## config.mk

```make
export PLATFORM = sky130hd
export DESIGN_NAME = led_reminder
export DESIGN_NICKNAME = d
export VERILOG_FILES = /design/src/rtl/led_reminder.sv
export SDC_FILE = /design/constraint.sdc
export NUM_CORES = 1
export LEC_CHECK = 0
export CAP_MARGIN = 20
export CELL_PAD_IN_SITES_DETAIL_PLACEMENT = 1
export CELL_PAD_IN_SITES_GLOBAL_PLACEMENT = 1
export CORE_ASPECT_RATIO = 1.2
export CORE_MARGIN = 1
export CORE_UTILIZATION = 31
export CTS_CLUSTER_SIZE = 24
export DETAILED_ROUTE_END_ITERATION = 8
export PLACE_DENSITY = 0.64
export SLEW_MARGIN = 40
export SYNTH_ARGS = -nofsm -noshare
export SYNTH_HDL_FRONTEND = slang
export SYNTH_SLANG_ARGS = --single-unit
```

## constraint.sdc

```tcl
create_clock -name CP_1Hz -period 4.3 [get_ports CP_1Hz]
set_input_delay 0.645 -clock CP_1Hz [delete_from_list [all_inputs] [get_ports CP_1Hz]]
set_output_delay 0.645 -clock CP_1Hz [all_outputs]
set_load 0.05 [all_outputs]
```

## src/rtl/led_reminder.sv

```systemverilog
`default_nettype none
// led_reminder -- hourly chime flasher plus alarm LED light show; snooze compiled in with REMINDER_SNOOZE_EN.
// Revision 1.0
module led_reminder #(
  parameter int LED_W      = 14,
  parameter int ALARM_LEN  = 31,
  parameter int ROUNDS     = 1,
  parameter int HOUR12     = 0,
  parameter int SNOOZE_SEC = 60
) (
  input  logic             CP_1Hz,
  input  logic             _CR,
  input  logic             start_light_hour,
  input  logic [7:0]       show_hour,
  input  logic [7:0]       show_sec,
  input  logic             active_alarm,
  input  logic             start_light_alarm,
  input  logic             alarm_stop,
`ifdef REMINDER_SNOOZE_EN
  input  logic             alarm_snooze,
`endif
  output logic [LED_W+1:0] start_light,
  output logic             alarm_busy
);

  localparam int H   = (LED_W + 1) / 2;
  localparam int F_W = $clog2(ALARM_LEN + 1);
  localparam int R_W = $clog2(ROUNDS + 1);
`ifdef REMINDER_SNOOZE_EN
  localparam int T_W = $clog2(SNOOZE_SEC + 1);
`endif
  // An illegal parameter set leaves the alarm permanently idle.
  localparam bit CFG_OK = (LED_W >= 2) && (ALARM_LEN >= 2 * H) && (ROUNDS >= 1) && (SNOOZE_SEC >= 1);

`ifdef REMINDER_SNOOZE_EN
  typedef enum logic [1:0] {S_IDLE = 2'd0, S_RUN = 2'd1, S_SNOOZE = 2'd2} state_t;
`else
  typedef enum logic [1:0] {S_IDLE = 2'd0, S_RUN = 2'd1} state_t;
`endif

  state_t           r_state, w_state;
  logic [F_W-1:0]   r_f, w_f;
  logic [R_W-1:0]   r_r, w_r;
  logic             r_trig_prev;
  logic [LED_W-1:0] r_bank, w_bank;
  logic             r_busy, w_busy;
`ifdef REMINDER_SNOOZE_EN
  logic [T_W-1:0]   r_timer, w_timer;
`endif

  logic             r_chime_act, w_chime_act;
  logic [4:0]       r_chime_k, w_chime_k;
  logic [4:0]       r_chime_n, w_chime_n;
  logic [1:0]       r_chime_led, w_chime_led;

  logic [7:0]       w_hr_bin;
  logic [4:0]       w_hr_bin5, w_hr_mod;
  logic             w_hr_valid;
  logic [4:0]       w_hour_n;
  logic             w_kill, w_start;

  function automatic logic [LED_W-1:0] f_pattern(input logic [F_W-1:0] i_frame);
    logic [LED_W-1:0] w_p;
    int fr, k;
    w_p = '0;
    fr  = int'(i_frame);
    k   = (fr < H) ? fr : (2 * H - 2 - fr);
    for (int i = 0; i < LED_W; i++) begin
      if (fr <= 2 * H - 2)
        w_p[i] = (i <= k) || (i >= LED_W - 1 - k);
      else if (fr >= 2 * H)
        w_p[i] = ((i % 2) == ((fr - 2 * H) % 2));
    end
    return w_p;
  endfunction

  always_comb begin
    w_hr_bin   = 8'(show_hour[7:4]) * 8'd10 + 8'(show_hour[3:0]);
    w_hr_valid = (show_hour[3:0] <= 4'd9) && (w_hr_bin <= 8'd23);
    w_hr_bin5  = w_hr_bin[4:0];
    w_hr_mod   = (w_hr_bin5 >= 5'd12) ? (w_hr_bin5 - 5'd12) : w_hr_bin5;
    w_hour_n   = 5'd0;
    if (w_hr_valid) begin
      if (HOUR12 != 0)
        w_hour_n = (w_hr_mod == 5'd0) ? 5'd12 : w_hr_mod;
      else
        w_hour_n = w_hr_bin5;
    end
  end

  always_comb begin
    w_chime_act = r_chime_act;
    w_chime_k   = r_chime_k;
    w_chime_n   = r_chime_n;
    if (!r_chime_act) begin
      if (start_light_hour && (show_sec == 8'h00) && (w_hour_n != 5'd0)) begin
        w_chime_act = 1'b1;
        w_chime_k   = 5'd0;
        w_chime_n   = w_hour_n;
      end
    end else if ((r_chime_k + 5'd1) < r_chime_n) begin
      w_chime_k = r_chime_k + 5'd1;
    end else begin
      w_chime_act = 1'b0;
    end
    w_chime_led = w_chime_act ? (w_chime_k[0] ? 2'b10 : 2'b01) : 2'b00;
  end

  assign w_kill  = alarm_stop || !active_alarm;
  assign w_start = CFG_OK && active_alarm && start_light_alarm && !r_trig_prev;

  always_comb begin
    w_state = r_state;
    w_f     = r_f;
    w_r     = r_r;
`ifdef REMINDER_SNOOZE_EN
    w_timer = r_timer;
`endif
    case (r_state)
      S_IDLE: begin
        if (!w_kill && w_start) begin
          w_state = S_RUN;
          w_f     = '0;
          w_r     = R_W'(1);
        end
      end
      S_RUN: begin
        if (w_kill) begin
          w_state = S_IDLE;
`ifdef REMINDER_SNOOZE_EN
        end else if (alarm_snooze) begin
          w_state = S_SNOOZE;
          w_timer = T_W'(SNOOZE_SEC);
`endif
        end else if (r_f == F_W'(ALARM_LEN - 1)) begin
          if (r_r < R_W'(ROUNDS)) begin
            w_f = '0;
            w_r = r_r + 1'b1;
          end else begin
            w_state = S_IDLE;
          end
        end else begin
          w_f = r_f + 1'b1;
        end
      end
`ifdef REMINDER_SNOOZE_EN
      S_SNOOZE: begin
        if (w_kill) begin
          w_state = S_IDLE;
        end else if (r_timer <= T_W'(1)) begin
          w_state = S_RUN;
          w_f     = '0;
          w_r     = R_W'(1);
        end else begin
          w_timer = r_timer - 1'b1;
        end
      end
`endif
      default: w_state = S_IDLE;
    endcase
    w_bank = (w_state == S_RUN) ? f_pattern(w_f) : '0;
    w_busy = (w_state != S_IDLE);
  end

  always_ff @(posedge CP_1Hz or negedge _CR) begin
    if (!_CR) begin
      r_state     <= S_IDLE;
      r_f         <= '0;
      r_r         <= '0;
      r_trig_prev <= 1'b0;
      r_bank      <= '0;
      r_busy      <= 1'b0;
      r_chime_act <= 1'b0;
      r_chime_k   <= 5'd0;
      r_chime_n   <= 5'd0;
      r_chime_led <= 2'b00;
    end else begin
      r_state     <= w_state;
      r_f         <= w_f;
      r_r         <= w_r;
      r_trig_prev <= start_light_alarm;
      r_bank      <= w_bank;
      r_busy      <= w_busy;
      r_chime_act <= w_chime_act;
      r_chime_k   <= w_chime_k;
      r_chime_n   <= w_chime_n;
      r_chime_led <= w_chime_led;
    end
  end

`ifdef REMINDER_SNOOZE_EN
  always_ff @(posedge CP_1Hz or negedge _CR) begin
    if (!_CR) r_timer <= '0;
    else      r_timer <= w_timer;
  end
`endif

  assign start_light = {r_bank, r_chime_led};
  assign alarm_busy  = r_busy;

endmodule
`default_nettype wire

```

## After elaboration in Yosys (flattened, before gate mapping)

Index checks and enable logic that the tools add are counted.

- Bits in registers: 37
- Latch bits: 0
- Memory bits (writable): 0
- Bits in read-only memories: 0
- Input bits: 22
- Output and inout bits: 17
- Memories: 0

- Add/subtract/negate cells: 7
- Multiply operators: 1
- Div/mod/pow operators: 0
- Magnitude comparators: 35
- Eq/ne operators: 9
- Shift-type cells: 0
- Muxes and demuxes: 42
- Bitwise operators: 2
- Reductions and logical operators: 34

Operators with widths:

| operator | number |
|---|---|
| $ge A5 B32 Y1 const A | 6 |
| $le A5 B32 Y1 const A | 6 |
| $ge A4 B32 Y1 const A | 4 |
| $le A4 B32 Y1 const A | 4 |
| $ge A3 B32 Y1 const A | 2 |
| $le A3 B32 Y1 const A | 2 |
| $mux W5 | 8 |
| $ge A1 B32 Y1 const A | 1 |
| $ge A2 B32 Y1 const A | 1 |
| $le A1 B32 Y1 const A | 1 |
| $le A2 B32 Y1 const A | 1 |
| $logic_not A32 Y1 | 1 |
| $mux W32 | 1 |
| $sub A5 B32 Y32 const A | 1 |
| $mux W1 | 23 |
| $logic_or A1 B1 Y1 | 15 |
| $mux W14 | 1 |
| $mux W2 | 6 |
| $add A5 B1 Y5 const B | 2 |
| $pmux W5 S2 | 1 |
| $add A8 B4 Y8 | 1 |
| $le A8 B5 Y1 const B | 1 |
| $logic_not A8 Y1 | 1 |
| $ne A2 B2 Y1 const B | 4 |
| 25 further kinds | 36 |

## Logic depth before layout (Yosys ltp)

Gate-level depths: netlist (run 1).

- Word-level depth: 13
- Depth in mapped cells: 23
- Mapped depth without buffers: 21

## Least setup slack after synthesis (run 1)

No wires, ideal clock.

- Kind: input to register
- From: in alarm_stop
- To: reg r_bank[5]
- Data arrival time: 4.396 ns
- Path slack: -0.173 ns
- Stages: 20
- Path buffers: 2
- Cell sequence: nand4bb_1 -> or3_1 -> o21a_1 -> buf_1 -> ha_1 -> nor3_1 -> a211o_1 -> buf_6 -> inv_1 -> ha_1 -> inv_1 -> o21ai_0 -> ha_1 -> nand2_1 -> nor4_1 -> and4b_1 -> a21boi_1 -> o21a_1 -> o22ai_1 -> a21oi_1

- Word-level cells in the longest chain between the ends: 12
- Elaborated cells on any way between the ends: 25

Ends and longest elaborated chain:

| item | RTL line | text |
|---|---|---|
| start: declaration | 18 | `input logic alarm_stop,` |
| $logic_or A1 B1 Y1 (*) | 109 | `assign w_kill = alarm_stop \|\| !active_alarm;` |
| $logic_not A1 Y1 | 121 | `if (!w_kill && w_start) begin` |
| $logic_and A1 B1 Y1 | 121 |  |
| $mux W5 | 121 |  |
| $pmux W5 S2 | 119 | `case (r_state)` |
| $sub A4 B5 Y6 or $lt A5 B3 Y1 (tied branches) | 67 | `k = (fr < H) ? fr : (2 * H - 2 - fr);` |
| $mux W32 | 67 |  |
| $sub A5 B32 Y32 | 70 | `w_p[i] = (i <= k) \|\| (i >= LED_W - 1 - k);` |
| $ge A4 B32 Y1 | 70 |  |
| $logic_or A1 B1 Y1 | 70 |  |
| $mux W1 | 69 | `if (fr <= 2 * H - 2)` |
| $mux W14 (*) | 161 | `w_bank = (w_state == S_RUN) ? f_pattern(w_f) : '0;` |
| via w_bank[5] | 45 | `logic [LED_W-1:0] r_bank, w_bank;` |
| end signal: assignment | 182 | `r_bank <= w_bank;` |
| end: declaration | 45 |  |

Mark *: on every way through the listed nets, which the timed path passes. The rest lies on a longest branch.
A chain may end at the register's enable or synchronous reset.

## Worst setup path after layout (run 1)

- From: reg r_f[0]
- To: reg r_bank[11]

- Word-level cells in the longest chain between the ends: 11
- Elaborated cells on any way between the ends: 26

Ends and longest elaborated chain:

| item | RTL line | text |
|---|---|---|
| start: declaration | 42 | `logic [F_W-1:0] r_f, w_f;` |
| start signal: assignment | 179 | `r_f <= w_f;` |
| $add A5 B1 Y5, or another cell as far along | 143 | `w_f = r_f + 1'b1;` |
| $mux W5 | 135 | `end else if (r_f == F_W'(ALARM_LEN - 1)) begin` |
| $mux W5 | 128 | `if (w_kill) begin` |
| $pmux W5 S2 | 119 |  |
| $sub A4 B5 Y6 or $lt A5 B3 Y1 (tied branches) | 67 |  |
| $mux W32 | 67 |  |
| $sub A5 B32 Y32 | 70 |  |
| $ge A5 B32 Y1 | 70 |  |
| $logic_or A1 B1 Y1 | 70 |  |
| $mux W1 | 69 |  |
| $mux W14 (*) | 161 |  |
| via w_bank[11] | 45 |  |

Marks and branches as above.

==> qor.log, run 1 <==
qor: sta.timing_max_transition_violations_final 0
qor: die.row_count 38
qor: run.maxCapViolCount 0
qor: synthesis.avgSynthCellArea 9.30 um2
qor: sta.max_slew.worst_pin.slew 539 ps
qor: synthesis.synth_cells 310
qor: sta.hold_viol 0
qor: global_route.grt_start_max_net_pins 38
qor: sta.min_period_over_period 93.7%
qor: detailed_routing.drt_pre_antenna_iters 4
qor: detailed_routing.dr.first_iter.drc_count 141
qor: cells_and_area.fin_cells 499
qor: min_path.worst_hold_path_type in2async
qor: global_route.global_route.overflow_total 0
qor: synthesis.synth-seq-area-share 32.1%
qor: sta.final_tns_setup 0 ps
qor: sta.clock-skew-final 7.20 ps
qor: placed_design.placedCellCount 490
qor: sta.max_freq 0.248 GHz
qor: die.floorplan.die.height 108 um
qor: detailed_routing.post_drt_via_cell_ratio 5.27
qor: die.floorplan.die.width 90.0 um
qor: detailed_routing.route.vias.total 2,631
qor: sta.grt_setup_unrepaired no
qor: synthesis.yosys_warnings 0
qor: detailed_routing.top_signal_layer_used met4
qor: cells_and_area.diodes 0
qor: cells_and_area.n_fill_cell 1,047
qor: placed_design.place.port_buffers 38
qor: clock_network.tritoncts built
qor: detailed_routing.route.layer.met1.wl 3410 um
qor: synthesis.postSynthNetCount 362
qor: clock_network.cts-htree-levels 2
qor: cells_and_area.fin_nets 430
qor: detailed_routing.wl_met2 4200 um
qor: clock_network.clock_network_latency_to_the_later_pin_of_the_worst_skew_pair 290 ps
qor: die.core_region_area 0.00903 mm2
qor: detailed_routing.drt.antenna.violating_nets 0
qor: die.die_area 0.00969 mm2
qor: clock_network.clk_pin_slew_worst_paths 80 ps
qor: global_route.grt_pass1_wl 13,200 um
qor: clock_network.cts.root.buffer_cell sky130_fd_sc_hd__clkbuf_8
qor: die.initial_cell_density_of_the_core 31.9%
qor: placed_design.gpl_wtd_cong 0.860
qor: placed_design.post-dp-hpwl 6350 um
qor: synthesis.yosys_register_bits 37
qor: worst_setup_path.crit_path_category reg2reg
qor: global_route.first_global_vias 2,679
qor: worst_setup_path.critical_path_at 4230 ps
qor: detailed_routing.drc_errors 0
qor: clock_network.tritoncts.num_buffers 5
qor: cells_and_area.most_common_cell_after_layout_fill_and_taps_aside sky130_fd_sc_hd__dfrtp_1
qor: sta.slew_headroom 64.0%
qor: worst_setup_path.worstSetupEndpointType register
qor: synthesis.synth-main-ff-cell sky130_fd_sc_hd__dfrtp_1
qor: global_route.globalRouteTotalUtil 17.1%
qor: clock_network.cts-root-to-sink-buffers 2
qor: power_and_ir_drop.cellLeakagePower 1.72 nW
qor: worst_setup_path.cp_max_fo 8
qor: worst_setup_path.critical_path.startpoint_type register
qor: global_route.antenna_violations_before_repair 0
qor: clock_network.clock-sinks 37
qor: outcome.run_status finished, final reports clean
qor: worst_setup_path.cp.required 4500 ps
qor: sta.final.min_clock_period 4030 ps
qor: power_and_ir_drop.power.density_cell_area 355 mW/mm2
qor: cells_and_area.drive_gt1_share 19.8%
qor: synthesis.synthDistinctLibCells 73
qor: cells_and_area.final_cell_mix sky130_fd_sc_hd__dfrtp_1, sky130_fd_sc_hd__clkdlybuf4s50_1, sky130_fd_sc_hd__buf_4, sky130_fd_sc_hd__nand2_1, sky130_fd_sc_hd__ha_1
qor: cells_and_area.area_growth_syn_to_layout 31.9%
qor: power_and_ir_drop.peakVddDrop 131 uV
qor: synthesis.synth-edff-count 0
qor: die.ios 39
qor: worst_setup_path.timing.reg2reg.worst_path_depth 20
qor: detailed_routing.wire_per_inst 15.8 um
qor: synthesis.synthesis.area 0.00288 mm2
qor: detailed_routing.totalWireLength 7870 um
qor: sta.final-setup-viol-count 0
qor: detailed_routing.detail_route_met3_wl 181 um
qor: synthesis.async_reset_ff_share 100%
qor: clock_network.post_cts_hold_buffer_count 0
## final timing paths
| path | start | end | slack, ps |
|---|---|---|---|
| setup / recovery | r_f[0] | r_bank[11] | 270 |
| min in group CP_1Hz | r_chime_n[3] | r_chime_n[3] | 500 |
| setup reg to reg | r_f[0] | r_bank[11] | 270 |
| hold / removal | _CR | r_state[1] | 310 |
| max in group asynchronous | _CR | r_f[0] | 3620 |
| hold reg to reg | r_chime_n[3] | r_chime_n[3] | 500 |
## where the power goes
| group | total [mW] | internal, mW | switching, mW |
|---|---|---|---|
| Clock | 0.368 | 0.234 | 0.134 |
| Sequential | 0.382 | 0.362 | 0.0197 |
| Combinational | 0.600 | 0.244 | 0.356 |
## cell usage after synthesis, types with 3 or more instances
master,number,area share [%]
sky130_fd_sc_hd__a211o_1,3,0.91
sky130_fd_sc_hd__a211oi_1,5,1.3
sky130_fd_sc_hd__a21o_1,8,2.1
sky130_fd_sc_hd__a21oi_1,19,3.3
sky130_fd_sc_hd__a31oi_1,7,1.5
sky130_fd_sc_hd__and2_1,4,0.87
sky130_fd_sc_hd__and3_1,4,0.87
sky130_fd_sc_hd__buf_6,3,1.2
sky130_fd_sc_hd__clkbuf_1,5,0.65
sky130_fd_sc_hd__dfrtp_1,37,32
sky130_fd_sc_hd__ha_1,28,12
sky130_fd_sc_hd__inv_1,12,1.6
sky130_fd_sc_hd__inv_2,3,0.39
sky130_fd_sc_hd__nand2_1,30,3.9
sky130_fd_sc_hd__nand2b_1,10,2.2
sky130_fd_sc_hd__nand3_1,11,1.9
sky130_fd_sc_hd__nand4_1,3,0.65
sky130_fd_sc_hd__nor2_1,15,2.0
sky130_fd_sc_hd__nor2b_1,3,0.65
sky130_fd_sc_hd__nor3_1,10,1.7
sky130_fd_sc_hd__nor4_1,3,0.65
sky130_fd_sc_hd__o21a_1,4,1.0
sky130_fd_sc_hd__o21ai_0,12,2.1
sky130_fd_sc_hd__o21ai_1,4,0.69
sky130_fd_sc_hd__o22ai_1,3,0.65
sky130_fd_sc_hd__xnor2_1,3,0.91
sky130_fd_sc_hd__xor2_1,4,1.2
## logic make-up after synthesis
kind of cell             count (synthesis)  synth area share (%)
multiplexers                             2                 0.825
adder cells (fa/ha/maj)                 30                  13.5
other                                    1                 0.130
AND/OR/NAND/NOR                        116                  23.1
AO/OA/AOI/OAI                           90                  23.0
XOR/XNOR                                 9                  3.26
buffers and inverters                   25                  4.04
flip-flops                              37                  32.1
## critical path, cell delays in order, from the launching register on
cell,delay (ps)
sky130_fd_sc_hd__dfrtp_2,410
sky130_fd_sc_hd__inv_1,80
sky130_fd_sc_hd__ha_1,240
sky130_fd_sc_hd__and4_4,250
sky130_fd_sc_hd__or3_1,310
sky130_fd_sc_hd__o21a_1,160
sky130_fd_sc_hd__ha_4,280
sky130_fd_sc_hd__nor3_4,190
sky130_fd_sc_hd__a211o_1,140
sky130_fd_sc_hd__inv_1,60
sky130_fd_sc_hd__ha_1,190
sky130_fd_sc_hd__inv_1,50
sky130_fd_sc_hd__o21ai_0,80
sky130_fd_sc_hd__ha_1,280
sky130_fd_sc_hd__nand2_1,40
sky130_fd_sc_hd__nor4_1,240
sky130_fd_sc_hd__and4b_2,300
sky130_fd_sc_hd__a21bo_4,250
sky130_fd_sc_hd__nor2_1,130
sky130_fd_sc_hd__nor2_2,90
sky130_fd_sc_hd__nor3_1,190
## per-layer routing
metal / track usage (%) / vias to the layer above
met3: 2.54 / 7
met2: 32.3 / 40
met4: 4.72 / 0
li1: - / 1281
met5: 0 / -
met1: 19.9 / 1303
## final cells by class
cell class,count,area [um2],share of cell area (%)
multi-input combinational,248,1900,50.0
sequential,37,927,24.4
timing repair buffer,70,623,16.4
tap,120,150,3.95
clock buffer,5,68.8,1.81
clock inverter,3,68.8,1.81
inverter,16,60.1,1.58
## flip-flops by register name, indices dropped and copies added (netlist names)
signal and cells:
r_trig_prev 1, r_chime_led 2, r_chime_n 5, r_chime_k 5
r_chime_act 1, alarm_busy 1, r_f 5, r_bank 14
r_state 2, r_r 1
## stage by stage
stage | worst slack, ps | cell area, um2 | util [%] | total power, mW | hold slack, ps
3_3_place_gp | -49.5 | 3600 | 39.9 | 0.970 | 473
4_1_cts | 75.9 | 3740 | 41.5 | 1.36 | 330
2_1_floorplan | 99.1 | 2900 | - | 0.763 | 349
3_5_place_dp | -234 | 3610 | 39.9 | 0.978 | 479
6_report | 269 | 3800 | 42.1 | 1.35 | 312
5_1_grt | 22.1 | 3800 | 42.1 | 1.45 | 342
## repair_timing
item,4_1_cts,5_1_grt
setup endpoints to repair,0,13
hold endpoints to repair,0,0
resized for setup,0,13
buffers inserted,0,1
(Power assumes the default switching activity.)
==> inputs of run 2 (changes only) <==
Settings changed: PLACE_DENSITY 0.64 to 0.62.
Clock period 4.3 ns to 4.2 ns, I/O delays scaled along.
==> qor.log, run 2 (synthesis gave the netlist of run 1 again) <==
qor: cells_and_area.diodes 0 [unchanged]
qor: run.maxCapViolCount 0 [unchanged]
qor: clock_network.cts.root.buffer_cell sky130_fd_sc_hd__clkbuf_8
qor: worst_setup_path.critical_path_at 4180 ps [-50 ps]
qor: clock_network.clock-sinks 37 [unchanged]
qor: cells_and_area.regArea 926 um2 [-0.13%]
qor: outcome.run_status finished, final reports clean
qor: cells_and_area.most_common_cell_after_layout_fill_and_taps_aside sky130_fd_sc_hd__buf_4
qor: power_and_ir_drop.cellLeakagePower 1.77 nW [+3.3%]
qor: cells_and_area.largest_register_ffs 14 [unchanged]
qor: clock_network.tritoncts built
qor: worst_setup_path.critical_path.startpoint_type register
qor: placed_design.place.port_buffers 38 [unchanged]
qor: worst_setup_path.cp_max_fo 5 [-3]
qor: placed_design.detailed_place.area 0.00368 mm2 [+2.0%]
qor: global_route.global_route.overflow_total 0 [unchanged]
qor: placed_design.post-dp-hpwl 6620 um [+4.2%]
qor: die.initial_cell_density_of_the_core 31.9% [unchanged]
qor: worst_setup_path.worst_r2r_startpoint r_f[0]
qor: sta.final.min_clock_period 3980 ps [-47.3 ps]
qor: clock_network.tritoncts.num_buffers 5 [unchanged]
qor: detailed_routing.drt.antenna.violating_nets 0 [unchanged]
qor: detailed_routing.drc_errors 0 [unchanged]
qor: global_route.antenna_violations_before_repair 0 [unchanged]
qor: sta.slew_headroom 62.8% [-1.1 points]
qor: worst_setup_path.crit_path_category reg2reg
qor: power_and_ir_drop.peakVddDrop 128 uV [-2.5%]
qor: die.floorplan.die.height 108 um [unchanged]
qor: clock_network.cts-htree-levels 2 [unchanged]
qor: die.ios 39 [unchanged]
qor: clock_network.cts-root-to-sink-buffers 2 [unchanged]
qor: sta.timing_max_transition_violations_final 0 [unchanged]
qor: min_path.worst_hold_path_type in2async
qor: detailed_routing.dr.first_iter.drc_count 104 [-26%]
qor: global_route.globalRouteTotalUtil 18.3% [+1.3 points]
qor: sta.hold_viol 0 [unchanged]
qor: cells_and_area.n_fill_cell 1,066 [+1.8%]
qor: clock_network.clock_network_latency_to_the_later_pin_of_the_worst_skew_pair 290 ps [about the same]
qor: placed_design.gpl_wtd_cong 0.868 [+1.0%]
qor: detailed_routing.route.vias.total 2,653 [+0.84%]
qor: worst_setup_path.setup.worst_path.start r_f[0]
qor: sta.final_tns_setup 0 ps [unchanged]
qor: power_and_ir_drop.power.density_cell_area 365 mW/mm2 [+2.6%]
qor: sta.max_slew.worst_pin.slew 554 ps [+14.8 ps]
qor: cells_and_area.registers.top_by_ff_count r_bank
qor: sta.max_freq 0.251 GHz [+1.2%]
qor: die.die_area 0.00969 mm2 [unchanged]
qor: cells_and_area.fin_nets 439 [+2.1%]
qor: worst_setup_path.worst_path_max_delay_cell sky130_fd_sc_hd__dfrtp_1
qor: sta.final-setup-viol-count 0 [unchanged]
qor: worst_setup_path.slowest_delay 390 ps [-20 ps]
qor: cells_and_area.multi_input_comb_area 0.00192 mm2 [+0.92%]
qor: die.row_count 38 [unchanged]
qor: clock_network.clk_pin_slew_worst_paths 80 ps [about the same]
qor: global_route.first_global_vias 2,931 [+9.4%]
qor: die.core_region_area 0.00903 mm2 [unchanged]
qor: detailed_routing.totalWireLength 8210 um [+4.2%]
qor: die.floorplan.die.width 90.0 um [unchanged]
qor: worst_setup_path.worstSetupEndpointType register
qor: global_route.grt_pass1_wl 14,200 um [+7.9%]
qor: detailed_routing.drt_pre_antenna_iters 4 [unchanged]
qor: clock_network.post_cts_hold_buffer_count 0 [unchanged]
qor: detailed_routing.post_drt_via_cell_ratio 5.22 [-0.95%]
qor: global_route.grt_start_max_net_pins 38 [unchanged]
qor: detailed_routing.wire_per_inst 16.2 um [+2.4%]
qor: sta.clock-skew-final 6.62 ps [-0.584 ps]
qor: worst_setup_path.timing.reg2reg.setup_slack 220 ps [-50 ps]
qor: cells_and_area.final_cell_mix sky130_fd_sc_hd__buf_4, sky130_fd_sc_hd__dfrtp_1, sky130_fd_sc_hd__clkdlybuf4s50_1, sky130_fd_sc_hd__nand2_1, sky130_fd_sc_hd__ha_1
qor: worst_setup_path.crit_chain buf_4, ha_1, and4b_1, a211oi_2, o22a_2, inv_2, nor3_4, nor2_1, a211o_1, inv_1, ha_2, inv_1, o21ai_2, ha_1, nand2_1, nor4_1, and4b_1, a21bo_2, nor2_2, nor2_2, a211oi_2
qor: cells_and_area.fin_cells 508 [+1.8%]
qor: placed_design.placedCellCount 498 [+1.6%]
qor: cells_and_area.area_growth_syn_to_layout 35.3%
qor: power_and_ir_drop.total_power_after_layout 1.42 mW [+5.3%]
qor: sta.min_period_over_period 94.8% [+1.1 points]
qor: cells_and_area.finish.utilization 43.2% [+1.1 points]
qor: worst_setup_path.cp.required 4390 ps [-110 ps]
qor: cells_and_area.drive_gt1_share 22.7% [+2.9 points]
qor: cells_and_area.fin_area 0.00390 mm2 [+2.6%]
## run 2: report_power, final
| group | internal [mW] | switching (mW) | leakage (nW) |
|---|---|---|---|
| sequential | 0.371 | 0.0171 | 0.482 |
| clock | 0.239 | 0.136 | 0.0687 |
| combinational | 0.273 | 0.386 | 1.22 |
| total | 0.883 | 0.539 | 1.77 |
## run 2: path summary, 6_finish.rpt
| path | endpoint | depth (start not counted) |
|---|---|---|
| worst max-delay path | r_bank[8] | 21 |
| worst min-delay path | r_state[1] | 1 |
| worst max register to register | r_bank[8] | 21 |
| worst min register to register | r_chime_n[2] | 2 |
| max in group asynchronous | r_bank[13] | 1 |
| min in group CP_1Hz | r_chime_n[2] | 2 |
## run 2: metal layers
layer / track usage (%) / share of wire, % / vias to the layer above
met3: 1.84 / 1.9 / 9
met5: 0 / 0 / -
met1: 21.0 / 42 / 1309
met4: 6.34 / 1.6 / 0
met2: 35.3 / 55 / 39
li1: - / - / 1296
## run 2: cell type report
type	count	share of cell area [%]
clock inverters	3	1.76
repair buffers	79	18.1
inverters	16	1.54
multi-input cells	248	49.2
clock buffers	5	1.76
flip-flops and latches	37	23.7
well taps	120	3.85
## run 2: what timing repair did
item | in CTS | in global routing
gates resized for setup | 0 | 18
endpoints found under the hold margin | 0 | 0
setup endpoints to repair | 5 | 14
setup buffers | 1 | 1
pin swaps | 2 | 7
## run 2: through the flow
stage | hold WS [ps] | setup WS, ps
after floorplan | 334 | 7.06
after global placement | 474 | -150
after detailed placement | 484 | -345
after CTS | 301 | -2.24
after global routing | 315 | -12.4
final | 291 | 217
## run 2: worst max-delay path, delay by kind of cell, from the launching register on
family	cells	cell delay (ps)
and+or+nand+nor	8	1320
AOI/OAI and AO/OA	6	1280
DFF	1	390
adders and majority gates	3	570
buffers and inverters	4	340
